## config.mk

```make
export PLATFORM = sky130hd
export DESIGN_NAME = fetch_ctrl
export DESIGN_NICKNAME = d
export VERILOG_FILES = /design/src/rtl/fetch_ctrl.sv
export SDC_FILE = /design/constraint.sdc
export NUM_CORES = 1
export LEC_CHECK = 0
export ABC_AREA = 0
export BUFFER_PORTS_ARGS = -buffer_cell sky130_fd_sc_hd__buf_4
export CAP_MARGIN = 20
export CORE_UTILIZATION = 37
export DETAILED_ROUTE_END_ITERATION = 10
export PLACE_DENSITY = 0.79
export SYNTH_ARGS = -nofsm -noshare
export SYNTH_HDL_FRONTEND = slang
export SYNTH_SLANG_ARGS = --single-unit
```

## constraint.sdc

```tcl
create_clock -name clk -period 1.79 [get_ports clk]
set_clock_uncertainty 0.2 [all_clocks]
set_input_delay 0.179 -clock clk [delete_from_list [all_inputs] [get_ports clk]]
set_output_delay 0.179 -clock clk [all_outputs]
set_load 0.02 [all_outputs]
```

## src/rtl/fetch_ctrl.sv

```systemverilog
// Fetch-stage sequencing controller: boot warm-up, stalls, redirects, halt.
// Optional perf counters enabled with `define FETCH_CTRL_PERF_EN.
module fetch_ctrl #(
    parameter int BOOT_CYCLES  = 2,
    parameter int FLUSH_CYCLES = 1,
    parameter int CNT_W        = 4
) (
    input  logic        clk,
    input  logic        rst,
    input  logic        stall_req,
    input  logic        branch_taken,
    input  logic        halt_req,
    input  logic        resume,
    output logic        pc_we,
    output logic        pc_sel,
    output logic        ifid_we,
    output logic        ifid_flush,
    output logic        idex_flush,
    output logic        fetch_valid,
    output logic [1:0]  state,
    output logic [31:0] perf_stall_cnt,
    output logic [31:0] perf_redirect_cnt
);

    typedef enum logic [1:0] {
        BOOT  = 2'd0,
        RUN   = 2'd1,
        FLUSH = 2'd2,
        HALT  = 2'd3
    } state_t;

    localparam logic [CNT_W-1:0] BOOT_LAST  = CNT_W'(BOOT_CYCLES - 1);
    localparam logic [CNT_W-1:0] FLUSH_LAST = CNT_W'(FLUSH_CYCLES - 1);
    localparam state_t REDIR_NEXT = (FLUSH_CYCLES > 0) ? FLUSH : RUN;

    state_t           st_q;
    logic [CNT_W-1:0] cnt_q;
    logic             redirect;

    // A taken branch is honoured in RUN and, defensively, in FLUSH.
    assign redirect = !rst && branch_taken && (st_q == RUN || st_q == FLUSH);
    assign state    = st_q;

    always_ff @(posedge clk) begin
        if (rst) begin
            st_q  <= BOOT;
            cnt_q <= '0;
        end else begin
            unique case (st_q)
                BOOT: begin
                    if (cnt_q == BOOT_LAST) begin
                        st_q  <= RUN;
                        cnt_q <= '0;
                    end else begin
                        cnt_q <= cnt_q + CNT_W'(1);
                    end
                end
                RUN: begin
                    if (branch_taken) begin
                        st_q  <= REDIR_NEXT;
                        cnt_q <= '0;
                    end else if (halt_req) begin
                        st_q <= HALT;
                    end
                end
                FLUSH: begin
                    if (branch_taken) begin
                        st_q  <= REDIR_NEXT;
                        cnt_q <= '0;
                    end else if (cnt_q == FLUSH_LAST) begin
                        st_q  <= RUN;
                        cnt_q <= '0;
                    end else begin
                        cnt_q <= cnt_q + CNT_W'(1);
                    end
                end
                HALT: begin
                    if (resume) begin
                        st_q <= RUN;
                    end
                end
            endcase
        end
    end

    always_comb begin
        pc_we       = 1'b0;
        pc_sel      = 1'b0;
        ifid_we     = 1'b0;
        ifid_flush  = 1'b1;
        idex_flush  = 1'b1;
        fetch_valid = 1'b0;
        if (!rst) begin
            unique case (st_q)
                BOOT: begin
                end
                RUN: begin
                    if (branch_taken) begin
                        pc_we   = 1'b1;
                        pc_sel  = 1'b1;
                        ifid_we = 1'b1;
                    end else if (halt_req) begin
                        ifid_we    = 1'b1;
                        idex_flush = 1'b0;
                    end else if (stall_req) begin
                        ifid_flush  = 1'b0;
                        fetch_valid = 1'b1;
                    end else begin
                        pc_we       = 1'b1;
                        ifid_we     = 1'b1;
                        ifid_flush  = 1'b0;
                        idex_flush  = 1'b0;
                        fetch_valid = 1'b1;
                    end
                end
                FLUSH: begin
                    ifid_we = 1'b1;
                    if (branch_taken) begin
                        pc_we  = 1'b1;
                        pc_sel = 1'b1;
                    end else begin
                        idex_flush = 1'b0;
                    end
                end
                HALT: begin
                    ifid_we    = 1'b1;
                    idex_flush = 1'b0;
                end
            endcase
        end
    end

`ifdef FETCH_CTRL_PERF_EN
    logic        stall_hit;
    logic [31:0] stall_q;
    logic [31:0] redir_q;

    assign stall_hit = !rst && st_q == RUN && stall_req
                       && !branch_taken && !halt_req;

    always_ff @(posedge clk) begin
        if (rst) begin
            stall_q <= '0;
            redir_q <= '0;
        end else begin
            if (stall_hit) stall_q <= stall_q + 32'd1;
            if (redirect)  redir_q <= redir_q + 32'd1;
        end
    end

    assign perf_stall_cnt    = stall_q;
    assign perf_redirect_cnt = redir_q;
`else
    logic unused_redirect;
    assign unused_redirect   = redirect;
    assign perf_stall_cnt    = '0;
    assign perf_redirect_cnt = '0;
`endif

endmodule

```

Word-level counts from Yosys, hierarchy flattened
Cells that the tools add are included.
{"block": "classes", "addsub": 1, "mux": 37, "eq_ne": 9, "n_reduce_logical": 7}
{"operator": "two-way mux 1 bit", "count": 22}
{"operator": "two-way mux 4 bit", "count": 4}
{"operator": "two-way mux 2 bit", "count": 6}
{"operator": "case mux 4 bit (3 select lines)", "count": 1}
{"operator": "case mux 2 bit (4 select lines)", "count": 1}
{"operator": "!= test 2 bit (second input constant)", "count": 3}
{"operator": "adder 4 x 1 -> 4 bit (second input constant)", "count": 1}
{"operator": "equality test 2 bit (second input constant)", "count": 2}
{"operator": "equality test 4 x 1 -> 1 bit (second input constant)", "count": 1}
{"operator": "logical NOT 4 bit", "count": 1}
{"operator": "case mux 1 bit (2 select lines)", "count": 2}
{"operator": "AND reduction 4 bit", "count": 1}
{"operator": "OR reduction 2 bit", "count": 2}
{"operator": "!= test 3 x 2 -> 1 bit (second input constant)", "count": 1}
{"operator": "!= test 3 bit (second input constant)", "count": 1}
{"operator": "case mux 1 bit (3 select lines)", "count": 1}
{"operator": "nonzero test 3 bit", "count": 1}
{"operator": "equality test 2 x 1 -> 1 bit (second input constant)", "count": 1}
{"operator": "logical NOT 2 bit", "count": 1}
{"operator": "AND reduction 2 bit", "count": 1}
{"block": "totals", "register_bits": 6, "out_inout_bits": 72}

Longest topological paths before layout
Gate-level depths: netlist of run 1.
{"block": "logic_depth", "depth_word": 5, "ltp_mapped": 7}

Least setup slack after synthesis of run 1
No wires, ideal clock.
{"block": "synth_path", "kind": "register to output", "from": "reg st_q[0] (netlist: state[0])", "to": "out pc_we", "stages_incl_launch_ff": 5, "required_time_ns": 1.411, "path_slack_ns": -0.225, "t_arrival_ns": 1.636, "path_cell_list": "dfxtp_1 -> inv_1 -> ha_1 -> nand2_1 -> nor3_1"}
{"block": "synth_via", "elab_chain_cells": 3, "elab_cells_between_ends": 4, "cone_classes": "eq/ne (2); mux (2)"}
{"item": "start: declaration", "line_no": "36", "rtl": "state_t st_q;"}
{"item": "start signal: assignment", "line_no": "46", "rtl": "st_q <= BOOT;"}
{"item": "start signal: assignment", "line_no": "52", "rtl": "st_q <= RUN;"}
{"item": "start signal: assignment", "line_no": "60", "rtl": "st_q <= REDIR_NEXT;"}
{"item": "equality test 2 bit or equality test 2 x 1 -> 1 bit (tied branches)", "line_no": "94", "rtl": "unique case (st_q)"}
{"item": "case mux 1 bit (2 select lines) (*)", "line_no": "94"}
{"item": "two-way mux 1 bit (*)", "line_no": "93", "rtl": "if (!rst) begin"}
{"item": "end: declaration", "line_no": "14", "rtl": "output logic pc_we,"}
Every way passes the cells marked *; elsewhere a longest branch is shown, timed or not.

Final worst setup path of run 1
{"block": "layout_path", "from": "reg st_q[1] (netlist: state[1])", "to": "reg cnt_q[2]"}
{"block": "layout_via", "elab_chain_cells": 3, "elab_cells_between_ends": 7, "cone_classes": "eq/ne (3); mux (1); reduce/logical (3)"}
{"item": "equality test 2 x 1 -> 1 bit, or another cell as far along", "line_no": "49", "rtl": "unique case (st_q)"}
{"item": "!= test 2 bit (no source line) or nonzero test 3 bit (tied branches)"}
{"item": "AND reduction 2 bit (no source line)"}
{"item": "end signal: assignment", "line_no": "55", "rtl": "cnt_q <= cnt_q + CNT_W'(1);"}
{"item": "end signal: assignment", "line_no": "74", "rtl": "cnt_q <= cnt_q + CNT_W'(1);"}
{"item": "end: declaration", "line_no": "37", "rtl": "logic [CNT_W-1:0] cnt_q;"}
Several ways; a longest one is shown, not always the timed one.
A chain may end at the register's enable or synchronous reset.

==> results of run 1 <==
-- cell families after synthesis --
kind of cell / count (synthesis) / share of synthesized area (%)
AO/OA/AOI/OAI: 17 / 12.68
AND/OR/NAND/NOR: 36 / 18.86
buffers and inverters: 75 / 47.25
other: 1 / 0.3364
adder cells (fa/ha/maj): 9 / 10.10
flip-flops: 6 / 10.77
-- power groups by stage --
| stage | clock network (W) | registers, W | logic (W) |
|---|---|---|---|
| floorplan | 0 | 0.000232 | 0.000740 |
| global placement | 0 | 0.000210 | 0.000897 |
| detailed placement | 0 | 0.000214 | 0.000900 |
| CTS | 0.000134 | 0.000211 | 0.00102 |
| global route | 0.000150 | 0.000223 | 0.00120 |
| finish | 0.000135 | 0.000219 | 0.00113 |
-- path summary, 6_finish.rpt --
check,from,to,slack (ns)
worst max-delay path,state[1]$_SDFFE_PP0P_,cnt_q[2]$_SDFFE_PP0P_,-0.04
worst min register to register,cnt_q[3]$_SDFFE_PP0P_,cnt_q[3]$_SDFFE_PP0P_,0.41
worst max register to register,state[1]$_SDFFE_PP0P_,cnt_q[2]$_SDFFE_PP0P_,-0.04
worst min-delay path,rst,cnt_q[2]$_SDFFE_PP0P_,0.1
-- registers in the layout (all words and copies together), names as in the netlist --
signal  count
cnt_q       4
state       2
-- stage by stage --
stage / std cells / utilization (%) / area [sq um] / setup WS (ns)
after floorplan: 207 / - / 1376 / 0.01403
after global placement: 195 / 39.03 / 1095 / 0.02985
after detailed placement: 195 / 39.03 / 1095 / -0.007023
after CTS: 206 / 42.73 / 1199 / -0.05223
after global routing: 208 / 44.34 / 1244 / -0.06676
final: 208 / 44.34 / 1244 / -0.03631
-- worst max-delay path, cell delays in order, from the launching register on --
cell	delay (ns)
dfxtp_4	0.37
inv_4	0.05
ha_4	0.24
buf_6	0.12
and4bb_4	0.19
a211oi_4	0.25
nand2_2	0.10
o311ai_2	0.21
-- placed cells by master, fill, tap and decap left out, types with 3 or more instances in the layout --
cell / n
conb_1: 64
ha_1: 4
buf_4: 31
clkbuf_4: 3
nand3_1: 3
nor2_1: 11
nand2_1: 4
nor3_1: 3
ha_2: 3
inv_1: 7
dfxtp_1: 4
-- final cells by class --
type / count / share of cell area [%]
inverter: 9 / 3.119
timing repair buffer: 33 / 20.42
clock buffer: 3 / 1.811
multi-input combinational: 126 / 61.27
tap: 31 / 3.119
sequential: 6 / 10.26
-- layer usage --
layer / share of wire, % / routed length [microns] / global-route usage [%]
met1: 37 / 800 / 14.54
met2: 53 / 1157 / 20.17
met3: 8.3 / 182 / 2.304
met4: 1.9 / 42 / 4.181
met5: 0 / 0 / 0
-- what timing repair did --
action | 4_1_cts | 5_1_grt
setup endpoints to repair | 5 | 7
hold endpoints to repair | 3 | 0
buffers inserted | 7 | 2
pin swaps | 4 | 5
gates resized for setup | 7 | 6
hold buffers | 1 | 0
==> results_dict.tcl, run 1 <==
set metrics [dict create \
    p_per_area_nw_per_um2 1191 \
    vias 907 \
    fp-row-count 19 \
    yosysTopAreaCell "buf_4" \
    violations "DRC, setup timing" \
    fin_crit_ns 1.826 \
    holdWs_ns 0.09528 \
    syn_to_final_growth_pct 11.56 \
    syn_inst 144 \
    power.share.switching_pct 48.31 \
    cellLeakagePower_nw 0.6357 \
    cts_max_path_buffers 2 \
    finalSetupViolCount 1 \
    final_antenna_net_count 0 \
    yosysWarningCount 0 \
    setup_ws_ns -0.03631 \
    root_buffer "clkbuf_4" \
    grt_setup_unrepaired "true" \
    numPortBuffers 13 \
    ir_drop_mv 0.6748 \
    comb_power_share_pct 76.1 \
    maxCapViolCount 0 \
    start_util_pct 39.74 \
    drt_iter0_drc 51 \
    ys.flop_type "dfxtp_1" \
    syn_area_sq_um 1115 \
    grt_pass1_wl_mm 2.994 \
    reg2reg_depth 7 \
    place_congestion 0.9255 \
    final_layout_size_suffix_gt1_share_pct 31.64 \
    cts_tree "built" \
    grt_max_degree 11 \
    avgSynthCellArea_sq_um 7.742 \
    synth_cell_types 34 \
    grt_overflow 0 \
    hold_viol_final 0 \
    viasPerCell 4.361 \
    wirelength_mm 2.182 \
    ys_ff_latch 6 \
    outcome "complete, but fails checks" \
    cts_max_level 1 \
    hp-class "input port to register" \
    finalSetupTns_ns -0.03631 \
    diodes 0 \
    die_x_microns 56.89 \
    clkPwrFrac_pct 9.1 \
    ys_async_sr_fraction_pct 0 \
    clk_pin_slew_ns 0.05 \
    die_y_microns 56.89 \
    slew_violations 0 \
    timing.fmax_mhz 547.6 \
    wl_per_cell_microns 10.49 \
    hpwl_mm 1.479 \
    crit_type "register to register" \
    synth_common_cells "buf_4 (65), nor2_1 (11), ha_1 (9), inv_1 (9), dfxtp_1 (6)" \
    drc 15 \
    power_frac_seq_pct 14.8 \
    core-area_sq_um 2805 \
    synth_edf_count 0 \
    grt_antenna_before_repair 0 \
    clk_latency_ns 0.26 \
    internal_power_w 0.0007658 \
    fillCellCount 287 \
    dr.pass1.iters 7 \
    synth_top_area_share_pct 43.77 \
    cp-start-kind "register" \
    io_pins 78 \
    synth.most_common_cell "buf_4" \
    grtUsageTotal_pct 11.80 \
    cp.required_ns 1.76 \
    final_nets 194 \
    critPathMaxFanout 5 \
    hold_depth 3 \
    net-switching-power_w 0.0007158 \
    finalPower_w 0.001482 \
    cts.sinks 6 \
    crit_arrival_ns 1.79 \
    dieArea_sq_um 3236 \
    seq_area_frac_synth_pct 10.77 \
    period_share_pct 102.0 \
    multi_input_area_sq_um 762.0 \
    first_global_vias 656 \
    synth_area_leaders "buf_4 (44%), dfxtp_1 (11%), ha_1 (10%), nor2_1 (3.7%), inv_1 (3.0%)" \
    cp-end-kind "register" \
    regArea_sq_um 127.6 \
    cts_buffers 3 \
]
Note: power is estimated with default switching activity, not from simulation.
==> run 2, diff against run 1 <==
==> config.mk (replaced) <==
export PLATFORM = sky130hd
export DESIGN_NAME = fetch_ctrl
export DESIGN_NICKNAME = d
export VERILOG_FILES = /design/src/rtl/fetch_ctrl.sv
export SDC_FILE = /design/constraint.sdc
export NUM_CORES = 1
export LEC_CHECK = 0
export ABC_AREA = 0
export CAP_MARGIN = 20
export CORE_MARGIN = 10
export CORE_UTILIZATION = 40
export DETAILED_ROUTE_END_ITERATION = 10
export DONT_BUFFER_PORTS = 1
export PLACE_DENSITY = 0.59
export SYNTH_ARGS = -nofsm -noshare
export SYNTH_HDL_FRONTEND = slang
export SYNTH_SLANG_ARGS = --single-unit
export TNS_END_PERCENT = 10
==> run 2 against run 1 <==
Against the previous run: the run ends with setup timing left; core utilization fell by 3.2 points; critical path type is now register to output pin; die area rose by 64%; power fell by 12%; global-route usage fell by 2.5 points; register-to-register slack improved by 0.06 ns; first-iteration DRC count fell by 22%; fmax fell by 0.42%; worst hold slack got worse by 0.069 ns; critical path depth fell by 1.
==> results_dict.tcl, run 2 (same netlist as run 1, synthesis figures left out) <==
set metrics [dict create \
    ir_drop_mv 0.6140 \
    dr.pass1.iters 5 \
    cts.sinks 6 \
    grt_max_degree 11 \
    syn_to_final_growth_pct -0.1120 \
    period_share_pct 102.5 \
    cp_cell_sequence "inv_4, ha_4, buf_4, o21ai_2, o2111ai_1, buf_4" \
    setup_ws_ns -0.04403 \
    clkPwrFrac_pct 10.5 \
    cellLeakagePower_nw 0.5577 \
    root_buffer "clkbuf_4" \
    fin_crit_ns 1.834 \
    internal_power_w 0.0006306 \
    crit_arrival_ns 1.46 \
    clk_pin_slew_ns 0.06 \
    net-switching-power_w 0.0006668 \
    dieArea_sq_um 5298 \
    grt_pass1_wl_mm 4.022 \
    final_cell_mix "conb_1 (64), buf_4 (14), nor2_1 (11)" \
    die_y_microns 72.79 \
    p_per_area_nw_per_um2 1165 \
    grt_setup_unrepaired "true" \
    fp-row-count 19 \
    final_nets 176 \
    violations "setup timing" \
    fillCellCount 281 \
    numPortBuffers 0 \
    post-route-cell-area_sq_um 1114 \
    first_global_vias 836 \
    final_common_cell "conb_1" \
    diodes 0 \
    hp-class "input port to register" \
    largest_register "cnt_q" \
    wirelength_mm 2.679 \
    slew_violations 0 \
    cp-start-kind "register" \
    cp-end-kind "output pin" \
    critPathMaxFanout 6 \
    place_area_sq_um 1027 \
    max_stage_delay_ns 0.38 \
    cts_tree "built" \
    clk_latency_ns 0.26 \
    core-area_sq_um 2710 \
    slowest_stage "dfxtp_4" \
    outcome "complete, but fails checks" \
    vias 792 \
    cts_max_path_buffers 2 \
    maxCapViolCount 0 \
    cts_max_level 1 \
    finalSetupTns_ns -0.05392 \
    grt_antenna_before_repair 0 \
    cts_buffers 3 \
    drc 0 \
    largest_reg_flops 4 \
    grtUsageTotal_pct 9.330 \
    hpwl_mm 2.203 \
    reg2reg_depth 6 \
    drt_iter0_drc 40 \
    start_util_pct 41.14 \
    finalSetupViolCount 2 \
    die_x_microns 72.79 \
    viasPerCell 4.168 \
    timing.fmax_mhz 545.2 \
    wl_per_cell_microns 14.10 \
    hold_viol_final 0 \
    place_congestion 0.8489 \
    comb_power_share_pct 72.3 \
    cp.required_ns 1.41 \
    grt_overflow 0 \
    final_layout_size_suffix_gt1_share_pct 24.53 \
    cts_setup_buffers 0 \
    cp_common_cell "buf_4" \
    crit_type "register to output pin" \
    final_antenna_net_count 0 \
    power_frac_seq_pct 17.1 \
    power.share.switching_pct 51.39 \
    io_pins 78 \
    hold_depth 4 \
]
run 2: final cells by class:
| class | instances | area, sq um | area share, % |
|---|---|---|---|
| Inverter | 9 | 38.79 | 3.483 |
| Timing Repair Buffer | 15 | 115.1 | 10.34 |
| Multi-Input combinational cell | 126 | 769.5 | 69.10 |
| Clock buffer | 3 | 22.52 | 2.022 |
| Tap cell | 31 | 38.79 | 3.483 |
| Sequential cell | 6 | 128.9 | 11.57 |
run 2: power by group through the flow:
stage / Sequential (W) / Clock [W] / Combinational (W)
after floorplan: 0.000232 / 0 / 0.000740
after global placement: 0.000208 / 0 / 0.000846
after detailed placement: 0.000209 / 0 / 0.000862
after CTS: 0.000219 / 0.000137 / 0.000912
after global routing: 0.000228 / 0.000148 / 0.00104
final: 0.000222 / 0.000137 / 0.000938
run 2: layer usage:
layer  wire (microns)  global-route usage, %  vias to the layer above  share of wire, %
met5                0                      0                        -                 0
met4               42                  3.376                        0               1.6
met3              196                  2.449                        6               7.3
met1              888                  8.860                      369                33
li1                 -                      -                      378                 -
met2             1550                  18.40                       39                58
run 2: final timing paths:
path	start	slack, ns	end
setup reg to reg	state[1]$_SDFFE_PP0P_	0.02	cnt_q[2]$_SDFFE_PP0P_
hold / removal	rst	0.03	state[1]$_SDFFE_PP0P_
setup / recovery	state[1]$_SDFFE_PP0P_	-0.04	idex_flush
hold reg to reg	state[1]$_SDFFE_PP0P_	0.35	state[1]$_SDFFE_PP0P_
run 2: what timing repair did:
action	CTS	global route
hold endpoints to repair	4	0
endpoints found under the setup margin	4	6
pin swaps	4	0
resized for setup	11	3
hold buffers	1	0
run 2: per-stage QoR:
step | hold slack [ns] | power [W] | setup WS, ns | utilization, % | std cells
2_1_floorplan | 0.04807 | 0.0009717 | 0.01403 | - | 207
3_3_place_gp | 0.05323 | 0.001054 | 0.02897 | 37.90 | 186
3_5_place_dp | 0.05395 | 0.001071 | 0.002871 | 37.90 | 186
4_1_cts | 0.02848 | 0.001268 | 0.001813 | 40.81 | 190
5_1_grt | 0.03625 | 0.001415 | -0.08929 | 41.09 | 190
6_report | 0.02631 | 0.001297 | -0.04403 | 41.09 | 190
run 2: critical path, delay by kind of cell (launching register included):
family,cells,cell delay [ns]
AO/OA/AOI/OAI,2,0.27
adder cells (fa/ha/maj),1,0.17
buffers and inverters,3,0.37
flip-flops,1,0.38
